### src/rtl/pixel_scan_pkg.sv
// Shared types and default geometry for the raster scan generator.
// The tag struct travels down the delay line alongside each fetch request.
package pixel_scan_pkg;

  localparam int DEF_H_ACTIVE    = 1448;
  localparam int DEF_V_ACTIVE    = 1072;
  localparam int DEF_H_BLANK     = 32;
  localparam int DEF_V_BLANK_CYC = 64;
  localparam int DEF_PIPE_LAT    = 8;
  localparam int DEF_CW          = 12;

  typedef enum logic [1:0] {
    IDLE,
    ACTIVE,
    HBLANK,
    VBLANK
  } scan_state_e;

  typedef struct packed {
    logic valid;
    logic line_end;
    logic frame_end;
  } tag_t;

endpackage

### src/rtl/tag_delay_line.sv
// Fixed-depth shift register that delays pixel tags by the colour pipeline latency.
// nonempty lets the scan generator stay busy until the last tag has drained.
module tag_delay_line #(
  parameter int DEPTH = 8,
  parameter int WIDTH = 3
) (
  input  logic             clk,
  input  logic             rst_n,
  input  logic [WIDTH-1:0] din,
  output logic [WIDTH-1:0] dout,
  output logic             nonempty
);

  logic [DEPTH-1:0][WIDTH-1:0] stage_q;
  logic [DEPTH-1:0][WIDTH-1:0] stage_d;

  always_comb begin
    stage_d[0] = din;
    for (int i = 1; i < DEPTH; i++) begin
      stage_d[i] = stage_q[i-1];
    end
  end

  always_ff @(posedge clk or negedge rst_n) begin
    if (!rst_n) begin
      stage_q <= '0;
    end else begin
      stage_q <= stage_d;
    end
  end

  assign dout     = stage_q[DEPTH-1];
  assign nonempty = |stage_q;

endmodule

### src/rtl/pixel_scan_gen.sv
// Raster scan generator: walks column/row with horizontal and vertical blanking,
// issues per-pixel fetch requests and delays pixel/line/frame tags to the sink.
module pixel_scan_gen
  import pixel_scan_pkg::*;
#(
  parameter int H_ACTIVE    = DEF_H_ACTIVE,
  parameter int H_BLANK     = DEF_H_BLANK,
  parameter int V_ACTIVE    = DEF_V_ACTIVE,
  parameter int V_BLANK_CYC = DEF_V_BLANK_CYC,
  parameter int PIPE_LAT    = DEF_PIPE_LAT,
  parameter int CW          = DEF_CW
) (
  input  logic          pixel_clk,
  input  logic          rst_n,
  input  logic          enable,
  input  logic          single_frame,
  output logic [CW-1:0] Pixel_Col_cnt,
  output logic [CW-1:0] Pixel_Row_cnt,
  output logic          pix_req,
  output logic          frame_start,
  output logic          out_valid,
  output logic          out_line_end,
  output logic          out_frame_end,
  output logic          busy
);

  localparam int BLANK_MAX = (H_BLANK > V_BLANK_CYC) ? H_BLANK : V_BLANK_CYC;
  localparam int BW        = (BLANK_MAX > 1) ? $clog2(BLANK_MAX) : 1;

  localparam logic [CW-1:0] COL_LAST = CW'(H_ACTIVE - 1);
  localparam logic [CW-1:0] ROW_LAST = CW'(V_ACTIVE - 1);
  localparam logic [BW-1:0] HB_LAST  = BW'(H_BLANK - 1);
  localparam logic [BW-1:0] VB_LAST  = BW'(V_BLANK_CYC - 1);

  scan_state_e   state_q, state_d;
  logic [CW-1:0] col_q, col_d;
  logic [CW-1:0] row_q, row_d;
  logic [BW-1:0] blank_q, blank_d;
  logic          pix_req_q, pix_req_d;
  logic          frame_start_q, frame_start_d;
  logic          single_q, single_d;
  tag_t          tag_in;
  tag_t          tag_out;
  logic          tags_in_flight;

  // Outputs are computed one cycle ahead so every scan output comes straight from a flop.
  always_comb begin
    state_d       = state_q;
    col_d         = col_q;
    row_d         = row_q;
    blank_d       = blank_q;
    pix_req_d     = 1'b0;
    frame_start_d = 1'b0;
    single_d      = single_q;
    case (state_q)
      IDLE: begin
        if (enable) begin
          state_d       = ACTIVE;
          col_d         = '0;
          row_d         = '0;
          pix_req_d     = 1'b1;
          frame_start_d = 1'b1;
          single_d      = single_frame;
        end
      end
      ACTIVE: begin
        if (col_q == COL_LAST) begin
          state_d = HBLANK;
          blank_d = '0;
        end else begin
          col_d     = col_q + CW'(1);
          pix_req_d = 1'b1;
        end
      end
      HBLANK: begin
        if (blank_q == HB_LAST) begin
          blank_d = '0;
          if (row_q == ROW_LAST) begin
            state_d = VBLANK;
          end else begin
            state_d   = ACTIVE;
            row_d     = row_q + CW'(1);
            col_d     = '0;
            pix_req_d = 1'b1;
          end
        end else begin
          blank_d = blank_q + BW'(1);
        end
      end
      VBLANK: begin
        // Enable is only honoured here and in IDLE, so a started frame always completes.
        if (blank_q == VB_LAST) begin
          blank_d = '0;
          if (enable && !single_q) begin
            state_d       = ACTIVE;
            col_d         = '0;
            row_d         = '0;
            pix_req_d     = 1'b1;
            frame_start_d = 1'b1;
          end else begin
            state_d = IDLE;
          end
        end else begin
          blank_d = blank_q + BW'(1);
        end
      end
      default: state_d = IDLE;
    endcase
  end

  always_ff @(posedge pixel_clk or negedge rst_n) begin
    if (!rst_n) begin
      state_q       <= IDLE;
      col_q         <= '0;
      row_q         <= '0;
      blank_q       <= '0;
      pix_req_q     <= 1'b0;
      frame_start_q <= 1'b0;
      single_q      <= 1'b0;
    end else begin
      state_q       <= state_d;
      col_q         <= col_d;
      row_q         <= row_d;
      blank_q       <= blank_d;
      pix_req_q     <= pix_req_d;
      frame_start_q <= frame_start_d;
      single_q      <= single_d;
    end
  end

  always_comb begin
    tag_in.valid     = pix_req_q;
    tag_in.line_end  = pix_req_q && (col_q == COL_LAST);
    tag_in.frame_end = pix_req_q && (col_q == COL_LAST) && (row_q == ROW_LAST);
  end

  tag_delay_line #(
    .DEPTH(PIPE_LAT),
    .WIDTH($bits(tag_t))
  ) u_tag_delay (
    .clk     (pixel_clk),
    .rst_n   (rst_n),
    .din     (tag_in),
    .dout    (tag_out),
    .nonempty(tags_in_flight)
  );

  assign Pixel_Col_cnt = col_q;
  assign Pixel_Row_cnt = row_q;
  assign pix_req       = pix_req_q;
  assign frame_start   = frame_start_q;
  assign out_valid     = tag_out.valid;
  assign out_line_end  = tag_out.line_end;
  assign out_frame_end = tag_out.frame_end;
  assign busy          = (state_q != IDLE) || tags_in_flight;

endmodule

### config.mk
export PLATFORM = sky130hd
export DESIGN_NAME = pixel_scan_gen
export DESIGN_NICKNAME = d
export VERILOG_FILES = /design/src/rtl/pixel_scan_pkg.sv /design/src/rtl/tag_delay_line.sv /design/src/rtl/pixel_scan_gen.sv
export SDC_FILE = /design/constraint.sdc
export NUM_CORES = 1
export LEC_CHECK = 0
export CAP_MARGIN = 20
export CORE_AREA = 2 2 78 80
export CTS_BUF_LIST = sky130_fd_sc_hd__clkbuf_2 sky130_fd_sc_hd__clkbuf_4 sky130_fd_sc_hd__clkbuf_8
export CTS_CLUSTER_DIAMETER = 40
export DETAILED_ROUTE_END_ITERATION = 6
export DIE_AREA = 0 0 80 82
export PLACE_DENSITY = 0.82
export SLEW_MARGIN = 20
export SYNTH_ARGS = -nofsm -noshare
export SYNTH_HDL_FRONTEND = slang
export SYNTH_HIERARCHICAL = 1
export SYNTH_SLANG_ARGS = --single-unit
### constraint.sdc
create_clock -name pixel_clk -period 2.3 [get_ports pixel_clk]
set_clock_uncertainty 0.15 [all_clocks]
set_input_delay 0.345 -clock pixel_clk [delete_from_list [all_inputs] [get_ports pixel_clk]]
set_output_delay 0.345 -clock pixel_clk [all_outputs]
set_load 0.01 [all_outputs]
# Word-level counts from Yosys, hierarchy flattened

Cells that the tools add are included.

Bits in registers: 59
Bits in latches: 0
RAM bits: 0
ROM bits: 0
Input bits: 4
Output and inout bits: 30
Word-level logic and storage cells: 76
Memories: 0

Add/subtract/negate cells: 3
Multiply operators: 0
Div/mod/pow operators: 0
Magnitude comparators: 0
Eq/ne operators: 14
Shifts and indexed selects: 0
Mux-type cells: 29
Bitwise logic cells: 0
Reduce and logical (&&, ||, !) cells: 15

Operators with widths:

| kind                                                               | count |
|---|---|
| 12-bit two-way mux                                                 | 8 |
| 12-bit case mux with 4 select lines                                | 1 |
| 12-bit case mux with 3 select lines                                | 1 |
| 12-bit by 1-bit adder with 12-bit output (second input constant)   | 2 |
| 12-bit by 11-bit == test with 1-bit output (second input constant) | 2 |
| 24-bit OR reduction                                                | 1 |
| 6-bit two-way mux                                                  | 3 |
| 6-bit case mux with 3 select lines                                 | 1 |
| 2-bit != test (second input constant)                              | 7 |
| 6-bit AND reduction                                                | 2 |
| 2-bit two-way mux                                                  | 5 |
| 2-bit case mux with 4 select lines                                 | 1 |
| 1-bit two-way mux                                                  | 7 |
| 6-bit by 1-bit adder with 6-bit output (second input constant)     | 1 |
| 6-bit by 5-bit == test with 1-bit output (second input constant)   | 1 |
| 6-bit == test (second input constant)                              | 1 |
| 3-bit nonzero test                                                 | 2 |
| 2-bit == test (second input constant)                              | 2 |
| 1-bit case mux with 4 select lines                                 | 1 |
| 2-bit AND reduction                                                | 2 |
| 4-bit AND reduction                                                | 1 |
| 1-bit logical AND                                                  | 3 |
| 2-bit by 1-bit == test with 1-bit output (second input constant)   | 1 |
| 2-bit logical NOT                                                  | 1 |
| 4 further kinds                                                    | 4 |

# Depth between registers and ports, before layout

Gate-level depths: netlist of run 1.

Word-level depth: 5
Depth in mapped cells: 8
Gate-level depth less buffers: 7

# Modules after synthesis

The synthesis of run 1 kept the hierarchy.

Modules (own cells, without submodules):

| module         | times used | cells each | area each (um2) |
|---|---|---|---|
| pixel_scan_gen | 1          | 242        | 2207.1 |
| tag_delay_line | 1          | 32         | 651.9 |

# Least setup slack after synthesis of run 1

Ideal clock, no wire load.

Path kind: register to register
From: reg row_q[0], in the netlist Pixel_Row_cnt[0]
To: reg row_q[10], in the netlist Pixel_Row_cnt[10]
Setup time: 124 ps
Arrival time: 2023 ps
Required time: 2026 ps
Path slack: 3 ps
Cell stages (with the launch flop): 8
Buffers on the path: 1
Path through: dfrtp_1 ha_1 and4_1 and4_1 nor2_1 nand3_1 buf_2 a211o_1

Longest elaborated chain between the ends: 4
Elaborated cells on any way between the ends: 7
Classes of those cells: 1 x add/sub; 2 x eq/ne; 3 x mux; 1 x reduce/logical

Ends and longest elaborated chain:

| element                                  | RTL line              | text |
|---|---|---|
| start: declaration                       | pixel_scan_gen.sv:37  | `logic [CW-1:0] row_q, row_d;` |
| start signal: assignment                 | pixel_scan_gen.sv:123 | `row_q <= row_d;` |
| 12-bit by 1-bit adder with 12-bit output | pixel_scan_gen.sv:82  | `row_d = row_q + CW'(1);` |
| 12-bit two-way mux                       | pixel_scan_gen.sv:78  | `if (row_q == ROW_LAST) begin` |
| 12-bit two-way mux                       | pixel_scan_gen.sv:76  | `if (blank_q == HB_LAST) begin` |
| 12-bit case mux with 3 select lines      | pixel_scan_gen.sv:55  | `case (state_q)` |

Parallel ways exist; a longest one is shown, timed or not. The select of a mux whose other input is x is not followed.
A chain may end at the register's enable or synchronous reset.

# Worst setup path after layout of run 1

From: reg row_q[0], in the netlist Pixel_Row_cnt[0]
To: reg row_q[11], in the netlist Pixel_Row_cnt[11]

Same word-level chain as after synthesis.

==> results.md, run 1 <==
* Pwr dens at 1200 nW/um^2
* Mean routed wirelength per cell at 15.9 um
* CTS Sinks at 59
* Mean Syn Cell Area at 10.4 sq um
* Min Clock Period, post-route at 2220 ps
* RR Endpoint: Pixel_Row_cnt[11]$_DFFE_PN0P_
* Main synth FF type: dfrtp_1
* CP most frequent cell: and4_1
* Ant. Diodes at 0
* Number of global-route vias before repair at 2382
* Peak Freq at 451 MHz
* Top-area cell type share of the netlist area at 51.6%
* Yosys warns at 6
* Mapped Cells at 274
* Clk_lat worst skew at 340 ps
* Clock Path Buffers at 2
* Routed WL at 6.52 mm
* First-pass GRT wire length at 11.1 mm
* Die ar. at 6560 sq um
* Leading cell type in the layout, fill and taps excluded: dfrtp_1
* Placed cell area at 3400 sq um
* Nets at 341
* Yosys reg bits at 59
* CTS H-Tree Depth at 3
* Slack of the critical path at 82.7 ps
* Area delta synth->final at 28.7%
* Relative slew slack at 61.7%
* R2r setup slk at 80 ps
* PortBufs at 33
* Vias/cell at 6.04
* Gr usage total at 21.9%
* Slew of the pin with the lowest slew margin at 569 ps
* M3 GR Usage at 6.48%
* Layout fillers at 482
* TritonCTS clock tree: done
* Min-Delay Path Depth at 0
* Synth cell types at 52
* Hold path startpoint: u_tag_delay/stage_d[10]$_DFF_PN0_
* Core Util, Final at 64.0%
* Layout cells sized above 1 at 19.5%
* Mapped cell area at 2860 sq um
* Number of I/O pins at 34
* Total CTS buffers at 9
* Crit path max-delay family: simple AND/OR/NAND/NOR gates
* Register area share after synthesis at 51.6%
* Max incr delay on CP at 420 ps
* Met1 global-route usage at 28.3%
* Crit Path Max Fanout at 9
* Syn nets at 286
* Cell count of the worst reg-to-reg path at 7
* Biggest area consumer among synthesized cells: dfrtp_1
* Worst setup path start: Pixel_Row_cnt[0]$_DFFE_PN0P_
* Fin area at 3680 sq um
* Final period util at 96.4%
* Placer Congestion at 0.860
* Critical path cell sequence: ha_1 -> and4_1 -> and4_1 -> or3_4 -> buf_4 -> o21ai_0 -> o221ai_1
* # DRC at 0
* Die width at 80 um
* Largest net degree at the start of global routing at 39
* Initial Util at 49.8%
* Congestion Overflow GR at 0
* Placed Cells incl. Taps at 390
* Non-Filler Instances at 409
* Setup WS pre-CTS at 0.314 ps
* CP max stage cell: dfrtp_1
* Outcome: complete, no violations
* WP buf/inv at 1
* Final Hold Fails at 0
* Slew Limit Fails at 0
* Num rows at 28
* Post-route ant nets at 0
* Endpoints failing setup at 0
* Commonest non-fill, non-tap cells in the layout: dfrtp_1 (59), clkdlybuf4s50_1 (31), nand2_1 (24)
* Setup_tns at 0 ps
* Clock root buffer: clkbuf_8
* Reg2reg start: Pixel_Row_cnt[0]$_DFFE_PN0P_
* Initial antenna violation count at 0
* GR peak layer: met2
* Async S/R FF share, synth at 100%
* 1st-pass router iterations at 4
* Worst IR drop on VDD at 0.538 mV
* Kind of start point of the critical path: flop
* Crit path DAT at 2270 ps
* Critical path class: flop to flop
* Max Cap Violations at 0
* Min-Delay Endpoint: u_tag_delay/stage_d[13]$_DFF_PN0_
* GR met2 Demand/Resource at 34.6%
* DPL Wire Length at 4.53 mm
* Post-synth EDFFs at 0
* Core Area at 5750 sq um
* DRT iter0 DRCs at 189
* Reg clk slew, reported paths at 70 ps
* Vias at 2471
* Nature of the critical path endpoint: flop
* Leading post-synthesis cells by cell area: dfrtp_1 (52%), ha_1 (3.5%), nand3_1 (3.2%), nand2_1 (3.2%), o21ai_0 (2.5%)
* Worst min path class: flop to flop
* Worst endpoint required time at 2350 ps
* Chip height at 82 um
* Leakage at 0.00157 uW
## flip-flops by register name (all words and copies together) (netlist names)
name and count:
state_q 2, frame_start 1, Pixel_Row_cnt 12, blank_q 6
Pixel_Col_cnt 12, single_q 1, u_tag_delay/dout 3, u_tag_delay/stage_d 21
pix_req 1
## routing by layer
layer	part of all wire, %	vias up
met4	2.1	0
li1	-	1147
met3	7.5	16
met1	43	1205
met5	0	-
met2	48	103
## worst register-to-register path, cell delays in order (launching register included)
cell	delay [ps]
dfrtp_1	420
ha_1	260
and4_1	230
and4_1	190
or3_4	360
buf_4	180
o21ai_0	160
o221ai_1	130
## cells by family (layout without fill, tap and decap cells)
family,count (synthesis),in the layout,share of synthesized area (%)
AND/OR/NAND/NOR,119,119,24.4
AO/OA/AOI/OAI,68,68,17.2
flip-flops,59,59,51.6
buffers and inverters,18,78,2.49
adder cells (fa/ha/maj),8,8,3.50
multiplexers,2,2,0.788
## power by group
group	internal, uW	switching (uW)
combinational	900	1050
sequential	1280	257
clock	511	418
## Yosys cell counts (3+ instances only)
cell	count
nand2_1	24
nor2_1	14
nor4_1	9
dfrtp_1	59
o21ai_0	14
o21ai_1	6
o221ai_1	6
nor3_1	4
or2_2	3
clkbuf_1	7
and3_1	5
inv_1	7
nand2b_1	6
nand4_1	3
nand3b_1	7
nand3_1	18
and2_1	3
nor2b_1	4
o41ai_1	7
a31oi_1	3
a21oi_1	5
ha_1	8
and4_1	6
o31ai_1	8
## cell type report
type	count	area (sq um)	area share, %
Clock buffer	10	131	3.57
Multi-Input combinational cell	197	1370	37.3
Timing Repair Buffer	55	513	13.9
Sequential cell	59	1480	40.1
Inverter	7	26.3	0.714
Clock inverter	6	66.3	1.80
Tap cell	75	93.8	2.55
## metrics by stage
step           hold slack (ps)  total power, uW
2_1_floorplan             -101             2560
3_3_place_gp               184             3340
3_5_place_dp               185             3400
4_1_cts                    226             4360
5_1_grt                    235             4720
6_report                   224             4410
## what timing repair did
action / in CTS / in global routing
setup buffers: 1 / 1
endpoints found under the setup margin: 3 / 21
gates cloned: 0 / 0
hold buffers: 1 / 0
gates resized for setup: 2 / 13
endpoints found under the hold margin: 21 / 0
pin swaps: 0 / 2
## how the worst max path moves through the flow
stage	cells after the start	slack [ps]	to
after floorplan	7	3	Pixel_Row_cnt[10]$_DFFE_PN0P_
after global placement	7	60	Pixel_Row_cnt[3]$_DFFE_PN0P_
after detailed placement	8	0.3	Pixel_Row_cnt[3]$_DFFE_PN0P_
after CTS	5	9	busy
after global routing	6	-30	Pixel_Col_cnt[3]$_DFFE_PN0P_
final	7	80	Pixel_Row_cnt[11]$_DFFE_PN0P_
Power figures use the tool's default switching activity.
==> run 2: changes to the inputs <==
--- a/config.mk
+++ b/config.mk
@@ -11,7 +11,7 @@
 export CTS_CLUSTER_DIAMETER = 40
 export DETAILED_ROUTE_END_ITERATION = 6
 export DIE_AREA = 0 0 80 82
-export PLACE_DENSITY = 0.82
+export PLACE_DENSITY = 0.76
 export SLEW_MARGIN = 20
 export SYNTH_ARGS = -nofsm -noshare
 export SYNTH_HDL_FRONTEND = slang
==> run 2 against run 1 <==
Effect of this change:
- final cell count shrank 0.24%
- clock power grew 2.4%
- largest power group unchanged
- critical endpoint is now state_q[0]$_DFFE_PN0P_
- power is essentially flat
- global-route usage shrank 0.58 points
- non-clock buffer count down 1
- largest cell class unchanged
- worst hold slack improved by 6.3 ps
- wire length down 2.3%
- die area is the same
- clock-buffer cell count increased by 1
- sequential share of layout area is 0.27 points higher
- setup slack got worse by 18 ps
==> results.md, run 2 (synthesis gave the netlist of run 1 again) <==
* Outcome: complete, no violations (unchanged)
* Routed WL at 6.37 mm (was 6.52 mm)
* Area delta synth->final at 27.8% (was 28.7%)
* Peak Freq at 447 MHz (was 451 MHz)
* Setup WS pre-CTS at 53.7 ps (was 0.314 ps)
* Crit path max-delay family: simple AND/OR/NAND/NOR gates (unchanged)
* Mean routed wirelength per cell at 15.6 um (was 15.9 um)
* Max Cap Violations at 0 (unchanged)
* Core Area at 5750 sq um (unchanged)
* Kind of start point of the critical path: flop (unchanged)
* Slew Limit Fails at 0 (unchanged)
* Crit Path Max Fanout at 5 (was 9)
* Worst endpoint required time at 2360 ps (was 2350 ps)
* Worst IR drop on VDD at 0.809 mV (was 0.538 mV)
* Largest net degree at the start of global routing at 60 (was 39)
* Leakage at 0.00156 uW (was 0.00157 uW)
* Total CTS buffers at 9 (unchanged)
* Setup_tns at 0 ps (unchanged)
* M3 GR Usage at 4.40% (was 6.48%)
* Nature of the critical path endpoint: flop (unchanged)
* Commonest non-fill, non-tap cells in the layout: dfrtp_1 (59), clkdlybuf4s50_1 (31), nand2_1 (24) (unchanged)
* Max incr delay on CP at 410 ps (was 420 ps)
* Critical path class: flop to flop (unchanged)
* Post-route ant nets at 0 (unchanged)
* Gr usage total at 21.3% (was 21.9%)
* TritonCTS clock tree: done (unchanged)
* Final period util at 97.2% (was 96.4%)
* Slew of the pin with the lowest slew margin at 427 ps (was 569 ps)
* CTS Sinks at 59 (unchanged)
* Reg power frac at 34.8% (was 34.7%)
* CP max stage cell: dfrtp_1 (unchanged)
* Slack of the critical path at 64.8 ps (was 82.7 ps)
* Relative slew slack at 71.3% (was 61.7%)
* WHS at 230 ps (was 224 ps)
* Placer Congestion at 0.885 (was 0.860)
* # DRC at 0 (unchanged)
* Critical path cell sequence: ha_1 -> or2_2 -> a22o_2 -> or3_1 -> o32a_1 (was ha_1 -> and4_1 -> and4_1 -> or3_4 -> buf_4 -> o21ai_0 -> o221ai_1)
* Die width at 80 um (unchanged)
* Pwr dens at 1210 nW/um^2 (was 1200 nW/um^2)
* Layout cells sized above 1 at 17.4% (was 19.5%)
* GR peak layer: met2 (unchanged)
* Congestion Overflow GR at 0 (unchanged)
* Clk pwr share at 21.6% (was 21.1%)
* Initial Util at 49.8% (unchanged)
* DRT iter0 DRCs at 177 (was 189)
* CTS H-Tree Depth at 3 (unchanged)
* Initial antenna violation count at 0 (unchanged)
* Reg clk slew, reported paths at 70 ps (about the same)
* Met1 global-route usage at 28.3% (about the same)
* Number of I/O pins at 34 (unchanged)
* Chip height at 82 um (unchanged)
* Vias at 2429 (was 2471)
* Clock Path Buffers at 2 (unchanged)
* Switch share at 38.8% (was 39.1%)
* Endpoints failing setup at 0 (unchanged)
* Clk_lat worst skew at 340 ps (about the same)
* Vias/cell at 5.95 (was 6.04)
* Combinational Power Share at 43.7% (was 44.2%)
* DPL Wire Length at 4.31 mm (was 4.53 mm)
* PortBufs at 33 (unchanged)
* Ant. Diodes at 0 (unchanged)
* RSZ-0062 raised after global routing: false
* Die ar. at 6560 sq um (unchanged)
* WP buf/inv at 0 (was 1)
* Number of global-route vias before repair at 2308 (was 2382)
* Int Pwr at 2700 uW (was 2690 uW)
* Core Util, Final at 63.6% (was 64.0%)
* Min Clock Period, post-route at 2240 ps (was 2220 ps)
* 1st-pass router iterations at 4 (unchanged)
* Leading cell type in the layout, fill and taps excluded: dfrtp_1 (unchanged)
* Largest register FFs at 21 (unchanged)
* Switching pwr at 1720 uW (was 1730 uW)
* Num rows at 28 (unchanged)
* GR met2 Demand/Resource at 32.8% (was 34.6%)
* Nets at 340 (was 341)
* Final Hold Fails at 0 (unchanged)
* Clock root buffer: clkbuf_8 (unchanged)
* Crit path DAT at 2300 ps (was 2270 ps)
* First-pass GRT wire length at 10.7 mm (was 11.1 mm)
* Worst min path class: flop to flop (unchanged)
[run 2: per-stage QoR]
| step | instances | total power (uW) | area (sq um) |
|---|---|---|---|
| after floorplan | 274 | 2560 | 2860 |
| after global placement | 390 | 3370 | 3400 |
| after detailed placement | 390 | 3410 | 3400 |
| after CTS | 407 | 4380 | 3620 |
| after global routing | 408 | 4700 | 3650 |
| final | 408 | 4420 | 3650 |
[run 2: power groups by stage]
stage	clock network, uW	logic (uW)	registers (uW)
after floorplan	0	1020	1540
after global routing	1010	2110	1580
after detailed placement	0	1870	1540
after CTS	971	1880	1530
after global placement	0	1840	1530
final	952	1930	1540
[run 2: layout make-up]
type                            count  area, sq um
Multi-Input combinational cell    197         1340
Tap cell                           75         93.8
Sequential cell                    59         1480
Timing Repair Buffer               54          510
Clock inverter                      5         63.8
Fill cell                         479         2090
Clock buffer                       11          139
Inverter                            7         26.3
[run 2: worst paths after layout]
kind | from | end | slack, ps | cells after the start
setup / recovery | state_q[0]$_DFFE_PN0P_ | state_q[0]$_DFFE_PN0P_ | 60 | 5
setup reg to reg | state_q[0]$_DFFE_PN0P_ | state_q[0]$_DFFE_PN0P_ | 60 | 5
hold / removal | u_tag_delay/stage_d[12]$_DFF_PN0_ | u_tag_delay/stage_d[15]$_DFF_PN0_ | 230 | 0
max in group asynchronous | rst_n | Pixel_Row_cnt[5]$_DFFE_PN0P_ | 1350 | 3
hold reg to reg | u_tag_delay/stage_d[12]$_DFF_PN0_ | u_tag_delay/stage_d[15]$_DFF_PN0_ | 230 | 0
min in group asynchronous | rst_n | u_tag_delay/stage_d[12]$_DFF_PN0_ | 390 | 3
[run 2: routing by layer]
layer,part of all wire (%),vias to the layer above
met5,0,-
met2,46,74
met4,2.1,0
li1,-,1148
met1,47,1197
met3,4.9,10
[run 2: worst reg2reg max path, cell delays in order (launching register included)]
cell and delay [ps]:
dfrtp_1 410, ha_1 280, or2_2 380, a22o_2 260
or3_1 340, o32a_1 300
[run 2: timing repair]
| item | in CTS | in global routing |
|---|---|---|
| endpoints found under the setup margin | 1 | 20 |
| pin swaps | 0 | 2 |
| buffers inserted | 0 | 1 |
| gates resized for setup | 2 | 7 |
| hold buffers | 1 | 0 |
| endpoints found under the hold margin | 59 | 0 |
==> run 3: changes to the inputs <==
--- a/config.mk
+++ b/config.mk
@@ -11,6 +11,7 @@
 export CTS_CLUSTER_DIAMETER = 40
 export DETAILED_ROUTE_END_ITERATION = 6
 export DIE_AREA = 0 0 80 82
+export HOLD_SLACK_MARGIN = 0.05
 export PLACE_DENSITY = 0.76
 export SLEW_MARGIN = 20
 export SYNTH_ARGS = -nofsm -noshare
==> results of run 3 <==
Same layout as run 2: the final DEF is identical, and so are final timing and power.
